[config.mk]
export PLATFORM = sky130hd
export DESIGN_NAME = uart_fifo_core
export DESIGN_NICKNAME = d
export VERILOG_FILES = /design/src/rtl/uart_pkg.sv /design/src/rtl/uart_sync_fifo.sv /design/src/rtl/uart_fifo_core.sv
export SDC_FILE = /design/constraint.sdc
export NUM_CORES = 1
export LEC_CHECK = 0
export BUFFER_PORTS_ARGS = -buffer_cell sky130_fd_sc_hd__buf_2
export CAP_MARGIN = 20
export CORE_ASPECT_RATIO = 0.75
export CORE_MARGIN = 5
export CORE_UTILIZATION = 58
export CTS_BUF_LIST = sky130_fd_sc_hd__clkbuf_8
export DETAILED_ROUTE_END_ITERATION = 12
export GPL_TIMING_DRIVEN = 0
export PLACE_DENSITY_LB_ADDON = 0.3
export RECOVER_POWER = 25
export SYNTH_ARGS = -nofsm -noshare
export SYNTH_HDL_FRONTEND = slang
export SYNTH_SLANG_ARGS = --single-unit
export TNS_END_PERCENT = 20
[constraint.sdc]
create_clock -name clk_i -period 7.1 [get_ports clk_i]
set_input_delay 1.065 -clock clk_i [delete_from_list [all_inputs] [get_ports clk_i]]
set_output_delay 1.065 -clock clk_i [all_outputs]
set_load 0.01 [all_outputs]
[src/rtl/uart_pkg.sv]
// Shared definitions for the FIFO-buffered UART core: register map, FSM state
// encodings and bit positions within STATUS, ERR and INTR registers.
package uart_pkg;

   localparam logic [7:0] ADDR_CTRL       = 8'h00;
   localparam logic [7:0] ADDR_TXDATA     = 8'h04;
   localparam logic [7:0] ADDR_RXDATA     = 8'h08;
   localparam logic [7:0] ADDR_STATUS     = 8'h0C;
   localparam logic [7:0] ADDR_INTR_EN    = 8'h10;
   localparam logic [7:0] ADDR_INTR_STATE = 8'h14;
   localparam logic [7:0] ADDR_ERR        = 8'h18;

   typedef enum logic [1:0] {
      PAR_NONE  = 2'b00,
      PAR_EVEN  = 2'b01,
      PAR_ODD   = 2'b10,
      PAR_NONE2 = 2'b11
   } parity_e;

   typedef enum logic [2:0] {
      TX_IDLE, TX_START, TX_DATA, TX_PARITY, TX_STOP
   } tx_state_e;

   typedef enum logic [2:0] {
      RX_IDLE, RX_START, RX_DATA, RX_PARITY, RX_STOP
   } rx_state_e;

   localparam int ST_TX_FULL  = 0;
   localparam int ST_TX_EMPTY = 1;
   localparam int ST_RX_FULL  = 2;
   localparam int ST_RX_EMPTY = 3;
   localparam int ST_TX_BUSY  = 4;

   localparam int ERR_RX_OVF = 0;
   localparam int ERR_FRAME  = 1;
   localparam int ERR_PARITY = 2;
   localparam int ERR_TX_OVF = 3;

   localparam int INTR_TX  = 0;
   localparam int INTR_RX  = 1;
   localparam int INTR_ERR = 2;

endpackage

[src/rtl/uart_sync_fifo.sv]
// Small synchronous FIFO with combinational head output (0 when empty).
// A push on a full FIFO is accepted only when a pop frees a slot in the same cycle.
module uart_sync_fifo
   import uart_pkg::*;
#(
   parameter int WIDTH = 8,
   parameter int DEPTH = 8
) (
   input  logic                    clk_i,
   input  logic                    rst_ni,
   input  logic                    push,
   input  logic                    pop,
   input  logic [WIDTH-1:0]        wdata,
   output logic [WIDTH-1:0]        rdata,
   output logic                    full,
   output logic                    empty,
   output logic [$clog2(DEPTH):0]  level
);
   localparam int AW = $clog2(DEPTH);

   logic [WIDTH-1:0] mem [DEPTH];
   logic [AW-1:0]    wr_ptr_reg, rd_ptr_reg;
   logic [AW:0]      count_reg;
   logic             do_push, do_pop;

   assign empty   = (count_reg == '0);
   assign full    = (count_reg == (AW+1)'(DEPTH));
   assign do_pop  = pop && !empty;
   assign do_push = push && (!full || do_pop);
   assign rdata   = empty ? '0 : mem[rd_ptr_reg];
   assign level   = count_reg;

   always_ff @(posedge clk_i) begin
      if (do_push) mem[wr_ptr_reg] <= wdata;
   end

   always_ff @(posedge clk_i or negedge rst_ni) begin
      if (!rst_ni) begin
         wr_ptr_reg <= '0;
         rd_ptr_reg <= '0;
         count_reg  <= '0;
      end else begin
         if (do_push) wr_ptr_reg <= wr_ptr_reg + 1'b1;
         if (do_pop)  rd_ptr_reg <= rd_ptr_reg + 1'b1;
         if (do_push && !do_pop)      count_reg <= count_reg + 1'b1;
         else if (do_pop && !do_push) count_reg <= count_reg - 1'b1;
      end
   end

endmodule

[src/rtl/uart_fifo_core.sv]
// Full-duplex UART with TX/RX FIFOs, runtime divisor, optional parity and
// maskable interrupts behind a simple ren/we register bus.
module uart_fifo_core
   import uart_pkg::*;
#(
   parameter int          DATA_BITS  = 8,
   parameter int          STOP_BITS  = 1,
   parameter int          FIFO_DEPTH = 8,
   parameter logic [15:0] DIV_RESET  = 16'd16
) (
   input  logic        clk_i,
   input  logic        rst_ni,
   input  logic        ren,
   input  logic        we,
   input  logic [7:0]  addr,
   input  logic [31:0] wdata,
   output logic [31:0] rdata,
   input  logic        rx_i,
   output logic        tx_o,
   output logic        intr_tx,
   output logic        intr_rx,
   output logic        intr_err
);
   localparam int LW = $clog2(FIFO_DEPTH) + 1;

   logic                 tx_en_reg, rx_en_reg;
   parity_e              parity_reg;
   logic [7:0]           wm_reg;
   logic [15:0]          div_reg, div_eff;
   logic [2:0]           ien_reg, istate_reg;
   logic [3:0]           err_reg;

   logic                 tx_full, tx_empty, tx_push, tx_pop;
   logic [DATA_BITS-1:0] tx_head;
   logic [LW-1:0]        tx_level;
   logic                 rx_full, rx_empty, rx_push, rx_pop;
   logic [DATA_BITS-1:0] rx_head;
   logic [LW-1:0]        rx_level;

   tx_state_e            tx_state_reg;
   logic [15:0]          tx_cnt_reg, tx_div_reg;
   logic [DATA_BITS-1:0] tx_shift_reg;
   logic [2:0]           tx_bit_reg;
   logic                 tx_stop_reg, tx_par_en_reg, tx_par_bit_reg;
   logic                 tx_bit_end, tx_stop_last, tx_load, tx_evt;

   rx_state_e            rx_state_reg;
   logic                 rx_sync1_reg, rx_sync2_reg, rx_prev_reg;
   logic [15:0]          rx_cnt_reg, rx_div_reg;
   logic [DATA_BITS-1:0] rx_shift_reg;
   logic [2:0]           rx_bit_reg;
   logic                 rx_par_en_reg, rx_par_odd_reg, rx_par_err_reg;
   logic                 rx_sample, rx_stop_sample, rx_pop_ok, rx_push_ok, rx_evt;
   logic [8:0]           rx_level_after;
   logic [3:0]           err_set;
   logic                 par_en, par_odd, unused_bits;

   assign div_eff = (div_reg < 16'd4) ? 16'd4 : div_reg;
   assign par_en  = (parity_reg == PAR_EVEN) || (parity_reg == PAR_ODD);
   assign par_odd = (parity_reg == PAR_ODD);
   assign unused_bits = ^wdata[7:4];

   uart_sync_fifo #(.WIDTH(DATA_BITS), .DEPTH(FIFO_DEPTH)) u_tx_fifo (
      .clk_i(clk_i), .rst_ni(rst_ni), .push(tx_push), .pop(tx_pop),
      .wdata(wdata[DATA_BITS-1:0]), .rdata(tx_head), .full(tx_full),
      .empty(tx_empty), .level(tx_level)
   );

   uart_sync_fifo #(.WIDTH(DATA_BITS), .DEPTH(FIFO_DEPTH)) u_rx_fifo (
      .clk_i(clk_i), .rst_ni(rst_ni), .push(rx_push), .pop(rx_pop),
      .wdata(rx_shift_reg), .rdata(rx_head), .full(rx_full),
      .empty(rx_empty), .level(rx_level)
   );

   // Each bit's length is latched at its start so a divisor write only bites at the next boundary.
   assign tx_bit_end   = (tx_cnt_reg == tx_div_reg - 16'd1);
   assign tx_stop_last = (tx_stop_reg == 1'(STOP_BITS - 1));
   assign tx_load      = tx_en_reg && !tx_empty &&
                         ((tx_state_reg == TX_IDLE) ||
                          (tx_state_reg == TX_STOP && tx_bit_end && tx_stop_last));
   assign tx_pop  = tx_load;
   assign tx_push = we && (addr == ADDR_TXDATA);
   assign tx_evt  = (tx_state_reg == TX_STOP) && tx_bit_end && tx_stop_last && tx_empty;

   always_ff @(posedge clk_i or negedge rst_ni) begin
      if (!rst_ni) begin
         tx_state_reg   <= TX_IDLE;
         tx_o           <= 1'b1;
         tx_cnt_reg     <= '0;
         tx_div_reg     <= DIV_RESET;
         tx_shift_reg   <= '0;
         tx_bit_reg     <= '0;
         tx_stop_reg    <= 1'b0;
         tx_par_en_reg  <= 1'b0;
         tx_par_bit_reg <= 1'b0;
      end else if (tx_load) begin
         tx_state_reg   <= TX_START;
         tx_o           <= 1'b0;
         tx_cnt_reg     <= '0;
         tx_div_reg     <= div_eff;
         tx_shift_reg   <= tx_head;
         tx_bit_reg     <= '0;
         tx_stop_reg    <= 1'b0;
         tx_par_en_reg  <= par_en;
         tx_par_bit_reg <= (^tx_head) ^ par_odd;
      end else if (tx_state_reg == TX_IDLE) begin
         tx_o <= 1'b1;
      end else if (!tx_bit_end) begin
         tx_cnt_reg <= tx_cnt_reg + 16'd1;
      end else begin
         tx_cnt_reg <= '0;
         tx_div_reg <= div_eff;
         case (tx_state_reg)
            TX_START: begin
               tx_state_reg <= TX_DATA;
               tx_o         <= tx_shift_reg[0];
            end
            TX_DATA: begin
               if (tx_bit_reg == 3'(DATA_BITS - 1)) begin
                  tx_state_reg <= tx_par_en_reg ? TX_PARITY : TX_STOP;
                  tx_o         <= tx_par_en_reg ? tx_par_bit_reg : 1'b1;
               end else begin
                  tx_bit_reg   <= tx_bit_reg + 3'd1;
                  tx_o         <= tx_shift_reg[1];
                  tx_shift_reg <= tx_shift_reg >> 1;
               end
            end
            TX_PARITY: begin
               tx_state_reg <= TX_STOP;
               tx_o         <= 1'b1;
            end
            TX_STOP: begin
               if (tx_stop_last) tx_state_reg <= TX_IDLE;
               else              tx_stop_reg  <= 1'b1;
            end
            default: tx_state_reg <= TX_IDLE;
         endcase
      end
   end

   assign rx_sample      = (rx_state_reg == RX_START) ? (rx_cnt_reg == (rx_div_reg >> 1) - 16'd1)
                                                      : (rx_cnt_reg == rx_div_reg - 16'd1);
   assign rx_stop_sample = (rx_state_reg == RX_STOP) && rx_sample;
   assign rx_push        = rx_stop_sample && rx_sync2_reg && !rx_par_err_reg;
   assign rx_pop         = ren && (addr == ADDR_RXDATA);
   assign rx_pop_ok      = rx_pop && !rx_empty;
   assign rx_push_ok     = rx_push && (!rx_full || rx_pop_ok);
   assign rx_level_after = 9'(rx_level) + 9'(rx_push_ok) - 9'(rx_pop_ok);
   assign rx_evt         = rx_push_ok && (rx_level_after >= {1'b0, wm_reg});

   always_ff @(posedge clk_i or negedge rst_ni) begin
      if (!rst_ni) begin
         rx_sync1_reg   <= 1'b1;
         rx_sync2_reg   <= 1'b1;
         rx_prev_reg    <= 1'b1;
         rx_state_reg   <= RX_IDLE;
         rx_cnt_reg     <= '0;
         rx_div_reg     <= DIV_RESET;
         rx_shift_reg   <= '0;
         rx_bit_reg     <= '0;
         rx_par_en_reg  <= 1'b0;
         rx_par_odd_reg <= 1'b0;
         rx_par_err_reg <= 1'b0;
      end else begin
         rx_sync1_reg <= rx_i;
         rx_sync2_reg <= rx_sync1_reg;
         rx_prev_reg  <= rx_sync2_reg;
         if (rx_state_reg == RX_IDLE) begin
            if (rx_en_reg && rx_prev_reg && !rx_sync2_reg) begin
               rx_state_reg   <= RX_START;
               rx_cnt_reg     <= '0;
               rx_div_reg     <= div_eff;
               rx_bit_reg     <= '0;
               rx_par_en_reg  <= par_en;
               rx_par_odd_reg <= par_odd;
               rx_par_err_reg <= 1'b0;
            end
         end else if (!rx_sample) begin
            rx_cnt_reg <= rx_cnt_reg + 16'd1;
         end else begin
            rx_cnt_reg <= '0;
            rx_div_reg <= div_eff;
            case (rx_state_reg)
               RX_START: rx_state_reg <= rx_sync2_reg ? RX_IDLE : RX_DATA;
               RX_DATA: begin
                  rx_shift_reg <= {rx_sync2_reg, rx_shift_reg[DATA_BITS-1:1]};
                  if (rx_bit_reg == 3'(DATA_BITS - 1))
                     rx_state_reg <= rx_par_en_reg ? RX_PARITY : RX_STOP;
                  else
                     rx_bit_reg <= rx_bit_reg + 3'd1;
               end
               RX_PARITY: begin
                  rx_par_err_reg <= ((^rx_shift_reg) ^ rx_sync2_reg) != rx_par_odd_reg;
                  rx_state_reg   <= RX_STOP;
               end
               default: rx_state_reg <= RX_IDLE;
            endcase
         end
      end
   end

   always_comb begin
      err_set             = '0;
      err_set[ERR_RX_OVF] = rx_push && rx_full && !rx_pop_ok;
      err_set[ERR_FRAME]  = rx_stop_sample && !rx_sync2_reg;
      err_set[ERR_PARITY] = rx_stop_sample && rx_sync2_reg && rx_par_err_reg;
      err_set[ERR_TX_OVF] = tx_push && tx_full && !tx_pop;
   end

   // W1C masks are applied first so that a same-cycle set event always survives.
   always_ff @(posedge clk_i or negedge rst_ni) begin
      if (!rst_ni) begin
         tx_en_reg  <= 1'b0;
         rx_en_reg  <= 1'b0;
         parity_reg <= PAR_NONE;
         wm_reg     <= 8'd1;
         div_reg    <= DIV_RESET;
         ien_reg    <= '0;
         istate_reg <= '0;
         err_reg    <= '0;
      end else begin
         if (we && addr == ADDR_CTRL) begin
            tx_en_reg  <= wdata[0];
            rx_en_reg  <= wdata[1];
            parity_reg <= parity_e'(wdata[3:2]);
            wm_reg     <= wdata[15:8];
            div_reg    <= wdata[31:16];
         end
         if (we && addr == ADDR_INTR_EN) ien_reg <= wdata[2:0];
         err_reg <= (err_reg & ~((we && addr == ADDR_ERR) ? wdata[3:0] : 4'd0)) | err_set;
         istate_reg <= (istate_reg & ~((we && addr == ADDR_INTR_STATE) ? wdata[2:0] : 3'd0))
                     | {|err_set, rx_evt, tx_evt};
      end
   end

   assign intr_tx  = istate_reg[INTR_TX]  & ien_reg[INTR_TX];
   assign intr_rx  = istate_reg[INTR_RX]  & ien_reg[INTR_RX];
   assign intr_err = istate_reg[INTR_ERR] & ien_reg[INTR_ERR];

   always_comb begin
      rdata = '0;
      if (ren) begin
         case (addr)
            ADDR_CTRL:       rdata = {div_reg, wm_reg, 4'd0, parity_reg, rx_en_reg, tx_en_reg};
            ADDR_RXDATA:     rdata = 32'(rx_head);
            ADDR_STATUS:     rdata = {8'd0, 8'(rx_level), 8'(tx_level), 3'd0,
                                      (tx_state_reg != TX_IDLE), rx_empty, rx_full, tx_empty, tx_full};
            ADDR_INTR_EN:    rdata = {29'd0, ien_reg};
            ADDR_INTR_STATE: rdata = {29'd0, istate_reg};
            ADDR_ERR:        rdata = {28'd0, err_reg};
            default:         rdata = '0;
         endcase
      end
   end

endmodule

## Word level (Yosys, flattened, before mapping)

Memories as Yosys holds them, arrays and structs flattened.
Cells that the tools add are included.

- Register bits: 160
- Bits in writable memories: 128
- Input bits: 45
- Output and inout bits: 36
- Word-level logic and storage cells: 247
- Memories kept: 2

- Add/sub/neg operators: 17
- Magnitude comparators: 2
- Equality and inequality tests: 31
- Multiplexer cells: 72
- Bitwise operators: 13
- Reduce and logical (&&, ||, !) cells: 76

Memory list:

| name | depth | bits a word | rd ports | clocked after Yosys merged registers in | write ports | line | source |
|---|---|---|---|---|---|---|---|
| u_rx_fifo.mem | 8 | 8 | 1 | 0 | 1 | uart_sync_fifo.sv:21 | `logic [WIDTH-1:0] mem [DEPTH];` |
| u_tx_fifo.mem | 8 | 8 | 1 | 0 | 1 | uart_sync_fifo.sv:21 |  |

Operator list:

| kind | number |
|---|---|
| 16-bit two-way mux | 13 |
| 32-bit one-hot mux with 6 select lines | 1 |
| 3-bit two-way mux | 22 |
| 8-bit two-way mux | 7 |
| 16-bit equality test | 3 |
| 16-bit by 1-bit adder with 16-bit output (second input constant) | 2 |
| 32-bit two-way mux | 1 |
| 16-bit by 1-bit subtractor with 16-bit output (second input constant) | 2 |
| 1-bit logical AND | 31 |
| 8-bit by 5-bit equality test with 1-bit output (second input constant) | 3 |
| 4-bit two-way mux | 5 |
| 1-bit two-way mux | 19 |
| 3-bit by 1-bit adder with 3-bit output (second input constant) | 6 |
| 8-bit by 4-bit equality test with 1-bit output (second input constant) | 2 |
| 16-bit by 3-bit less-than comparator with 1-bit output (second input constant) | 1 |
| 2-bit nonzero test | 8 |
| 8-bit parity | 2 |
| 15-bit by 1-bit subtractor with 16-bit output (second input constant) | 1 |
| 3-bit by 2-bit equality test with 1-bit output (second input constant) | 4 |
| 3-bit equality test (second input constant) | 4 |
| 3-bit one-hot mux with 4 select lines | 1 |
| 3-bit AND reduction | 4 |
| 4-bit AND reduction | 3 |
| 1-bit logical NOT | 11 |
| 34 further kinds | 55 |

## Logic depth before layout (Yosys ltp)

- Depth in word-level cells: 13
- Depth in mapped cells: 29
- Gate-level depth less buffers: 25

## Hierarchy

From an unflattened synthesis, not the netlist that was laid out.

- Cell total of the unflattened synthesis: 1229
- Area, all modules: 14961.8 um^2

Modules (own cells, without submodules):

| module | times used | cells each | area each (um^2) | sequential area each (um^2) |
|---|---|---|---|---|
| uart_fifo_core | 1 | 913 | 8848.5 | 3488.3 |
| uart_sync_fifo | 2 | 158 | 3056.7 | 2172.1 |

## Worst setup path after synthesis

No wires, ideal clock.

- Path type: flip-flop to flip-flop
- Start: register rx_state_reg[2]
- End: register istate_reg[1]
- Library setup time: 129 ps
- Arrival time: 6161 ps
- Data required time: 6971 ps
- Slack: 810 ps
- Cell stages (with the launch flop): 29
- Buffers on the path: 4
- Period minus slack after synthesis: 6290 ps
- Cell sequence: dfrtp_1 -> or3b_1 -> buf_2 -> clkbuf_1 -> clkbuf_1 -> a21oi_1 -> ha_1 -> or4b_1 -> a2111oi_4 -> nor4b_2 -> or4b_1 -> a32oi_1 -> nand4b_2 -> nor3_4 -> nand3_1 -> buf_2 -> inv_1 -> ha_1 -> fa_1 -> ha_1 -> nor2b_1 -> o21ai_0 -> nand2b_1 -> a21oi_1 -> nor2b_1 -> o21ai_0 -> nand2b_1 -> a311oi_1 -> o21ai_0

- Word-level cells in the longest chain between the ends: 11
- Elaborated cells between the ends (all ways): 12
- Those cells by class: 2 x add/sub; 1 x order compare; 2 x eq/ne; 1 x mux; 1 x bitwise; 5 x reduce/logical

Ends and longest elaborated chain:

| element | line | source |
|---|---|---|
| start: declaration | uart_fifo_core.sv:47 | `rx_state_e rx_state_reg;` |
| start signal: assignment | uart_fifo_core.sv:184 | `RX_START: rx_state_reg <= rx_sync2_reg ? RX_IDLE : RX_DATA;` |
| start signal: assignment | uart_fifo_core.sv:188 | `rx_state_reg <= rx_par_en_reg ? RX_PARITY : RX_STOP;` |
| 3-bit by 1-bit equality test with 1-bit output | uart_fifo_core.sv:141 | `assign rx_sample = (rx_state_reg == RX_START) ? (rx_cnt_reg == (rx_div_reg >> 1) - 16'd1)` |
| 1-bit two-way mux | uart_fifo_core.sv:141 |  |
| 1-bit logical AND * | uart_fifo_core.sv:143 | `assign rx_stop_sample = (rx_state_reg == RX_STOP) && rx_sample;` |
| 1-bit logical AND * (2 in a row) | uart_fifo_core.sv:144 | `assign rx_push = rx_stop_sample && rx_sync2_reg && !rx_par_err_reg;` |
| 1-bit logical AND * | uart_fifo_core.sv:147 | `assign rx_push_ok = rx_push && (!rx_full \|\| rx_pop_ok);` |
| via rx_push_ok | uart_fifo_core.sv:53 | `logic rx_sample, rx_stop_sample, rx_pop_ok, rx_push_ok, rx_evt;` |
| 4-bit by 1-bit adder with 5-bit output | uart_fifo_core.sv:148 | `assign rx_level_after = 9'(rx_level) + 9'(rx_push_ok) - 9'(rx_pop_ok);` |
| 5-bit by 1-bit subtractor with 6-bit output | uart_fifo_core.sv:148 |  |
| 9-bit by 8-bit >= comparator with 1-bit output | uart_fifo_core.sv:149 | `assign rx_evt = rx_push_ok && (rx_level_after >= {1'b0, wm_reg});` |
| 1-bit logical AND * | uart_fifo_core.sv:149 |  |
| 3-bit OR * | uart_fifo_core.sv:232 | `\| {\|err_set, rx_evt, tx_evt};` |
| end signal: assignment | uart_fifo_core.sv:231 | `istate_reg <= (istate_reg & ~((we && addr == ADDR_INTR_STATE) ? wdata[2:0] : 3'd0))` |
| end: declaration | uart_fifo_core.sv:30 | `logic [2:0] ien_reg, istate_reg;` |

The timed path passes the listed nets; every way through them passes the cells marked *.
A chain may end at the register's enable or synchronous reset.

## Final worst setup path

Same ends and word-level chain as after synthesis.

==> flow_summary.ini <==
[grt]
first_global_vias = 10580
antenna_found_initial = 4
grt_pass1_wl_um = 57390
grt_max_degree = 105
grt_overflow = 0
track_usage = 0.2496

[run_status]
violations = capacitance limit, slew limit
outcome = finished with violations

[timing]
final.setup_skew_ns = 0.01535
worst_slack_ns = 0.4267
min_period_ns = 6.673
worst_slew_pin_slew_ns = 3.218
fmax_mhz = 149.9
slew_violations = 56
hold_viol_final = 0
setup_violations = 0
finalCritPeriodShare = 0.9399
maxSlewHeadroom = -1.145
rsz0062_at_grt = false

[power]
p_leak_nw = 7.037
combPwrFrac = 0.360
power_frac_seq = 0.391
swShare = 0.3596
p_per_area_nw_per_um2 = 313.2
switching_power_w = 0.001872
ir_drop_mv = 0.2576
intPower_w = 0.003334
p_clk_frac = 0.248

[clocking]
clock_sinks = 287
cts_buffer_depth = 3
cts.reportedPaths.clkPinSlew_ns = 0.06
cts-root-buf = clkbuf_8
cts_tree = yes
clk_latency_ns = 0.59
cts_buffers = 43
cts_hold_buffers = 0
htreeDepth = 2

[logic_synthesis]
async_reset_ff_frac = 0.5540
yosys_warnings = 0
yosysUniqueCellTypes = 75
ys_seq_area_frac = 0.5322
synthesis.nets = 1331
yosysMostFrequentCell = dfrtp_1
ys_ff_latch = 287
syn_inst = 1247
ys_dominant_reg_cell = dfrtp_1
synthTopCellsByCount = dfrtp_1 (151), edfxtp_1 (128), nand2_1 (109)
synthTopCellsByArea = edfxtp_1 (26%), dfrtp_1 (26%), mux4_2 (4.9%)
synth_edf_count = 128
synth_top_area_share = 0.2612
yosys.area.top_type = edfxtp_1
synth_area_um2 = 14720
syn-mean-instance-area_um2 = 11.80

[die]
io_pins = 81
die_y_um = 148.0
die_x_um = 193.9
rows = 50
core_area_um2 = 24960
start_util = 0.5896
dieArea_um2 = 28690

[worst_hold_path]
holdPathStages = 0
whs_endpoint = rx_sync2_reg
hold_start = rx_sync1_reg
hold_path_class = register to register

[place]
io_buffers = 79
dpl_cell_area_um2 = 15710
pre_cts_ws_ns = -0.5163
place_congestion = 0.9060
hpwl_um = 25560

[drt]
drt_iter0_markers = 905
vias = 10600
routed_via_density = 6.015
drc = 0
postRouteAntennaNets = 0
firstDrtPassIters = 7
wirelength_um = 35460
wl_per_cell_um = 20.13

[critical_path]
crit_fanout = 10
critPathArrivalTime_ns = 7.14
reg2regPathDepth = 28
crit_type = register to register
cp_common_cell = o21ai_0
ff2ff_setup_slack_ns = 0.43
r2r_end = istate_reg[1]
crit_slowest_cell = or4b_4
worstPathRequired_ns = 7.57
timing.rr.start = rx_state_reg[2]
setup.worst_path.start_class = register
critPathMaxStageDelay_ns = 0.52
critPathCaptureType = register

[cells_and_area]
area_growth_pct = 12.92
finalNetCount = 1472
drive_gt1_frac = 0.2045
top_regs = u_rx_fifo.mem x64, u_tx_fifo.mem x64
final_area_um2 = 16620

[job]
maxCapViolations = 1
[layout by cell type, fill, tap and decap left out, drive strengths merged, types with 10 or more instances in the layout]
master    n
mux2     58
nor3b    20
xor2     29
nor4     13
a21o     17
buf     115
a31oi    12
nor2     70
a211oi   10
mux4     32
o21ai    69
nand4    12
a22o     18
and3     37
dfrtp   151
clkbuf   92
edfxtp  128
inv      74
xnor2    60
a21oi    42
nand3    29
mux2i    28
nor3     29
ha       36
nand2   110
[layer usage]
layer  wire (µm)  GRT usage  vias up
met2       15930     0.3787      385
met4         595    0.06290        6
li1            -          -     4893
met3        3000    0.06357       54
met5          41          0        -
met1       15900     0.3656     5261
[area by class of cell]
cell class	instances	area (µm²)
flip-flops and latches	287	7833
inverters	50	187.7
diodes	1	2.502
repair buffers	96	526.8
well taps	338	422.9
clock buffers	50	688.2
multi-input cells	849	6563
plain buffers	61	260.3
fillers	1865	8343
clock inverters	30	135.1
[power by group through the flow]
stage	logic (W)	clock network, W	registers [W]
3_5_place_dp	0.00175	0	0.00206
5_1_grt	0.00205	0.00140	0.00206
6_report	0.00188	0.00129	0.00204
3_3_place_gp	0.00170	0	0.00206
2_1_floorplan	0.00138	0	0.00201
4_1_cts	0.00181	0.00132	0.00203
[stage by stage]
| step | utilization | power, W | hold slack, ns | setup TNS (ns) | instances |
|---|---|---|---|---|---|
| floorplan | - | 0.003387 | 0.3452 | 0 | 1247 |
| global placement | 0.6224 | 0.003754 | 0.3486 | -0.4059 | 1664 |
| detailed placement | 0.6293 | 0.003814 | 0.3482 | -0.5163 | 1677 |
| CTS | 0.6641 | 0.005158 | 0.3574 | 0 | 1759 |
| global route | 0.6658 | 0.005510 | 0.3591 | 0 | 1762 |
| finish | 0.6658 | 0.005206 | 0.3566 | 0 | 1762 |
[worst max path at each step]
stage	startpoint	to	slack, ns	depth (start not counted)
6_report	rx_state_reg[2]	istate_reg[1]	0.43	28
5_1_grt	rx_state_reg[2]	istate_reg[1]	0.06	28
4_1_cts	rx_state_reg[2]	istate_reg[1]	0.008	28
3_5_place_dp	rx_state_reg[0]	istate_reg[1]	-0.52	29
3_3_place_gp	rx_state_reg[0]	istate_reg[1]	-0.32	29
2_1_floorplan	rx_state_reg[2]	istate_reg[1]	0.81	28
[critical path: cells and delay by family, from the launching register on]
kind            cells  cell delay [ns]
compound gates      8             1.49
fa+ha+maj           4             1.18
buf+inv             5             0.87
flops               1             0.43
simple gates       11             2.59
[timing repair]
action                                  CTS  global route
pin swaps                                 2             4
setup buffers                             2             1
endpoints found under the setup margin    1             1
gates resized for setup                   7            12
[cells by family (layout without fill, tap and decap cells)]
kind of cell               count (synthesis)  in the layout  share of synthesized area
AOI/OAI and AO/OA                        218            218                    0.09786
and+or+nand+nor                          385            385                     0.1385
buffers and inverters                    111            287                    0.02959
DFF                                      287            287                     0.5322
muxes                                    118            118                     0.1142
other                                      0              1                          0
xor gates and xnor gates                  89             89                    0.05297
adders and majority gates                 39             39                    0.03469
Note: power is estimated with default switching activity, not from simulation.
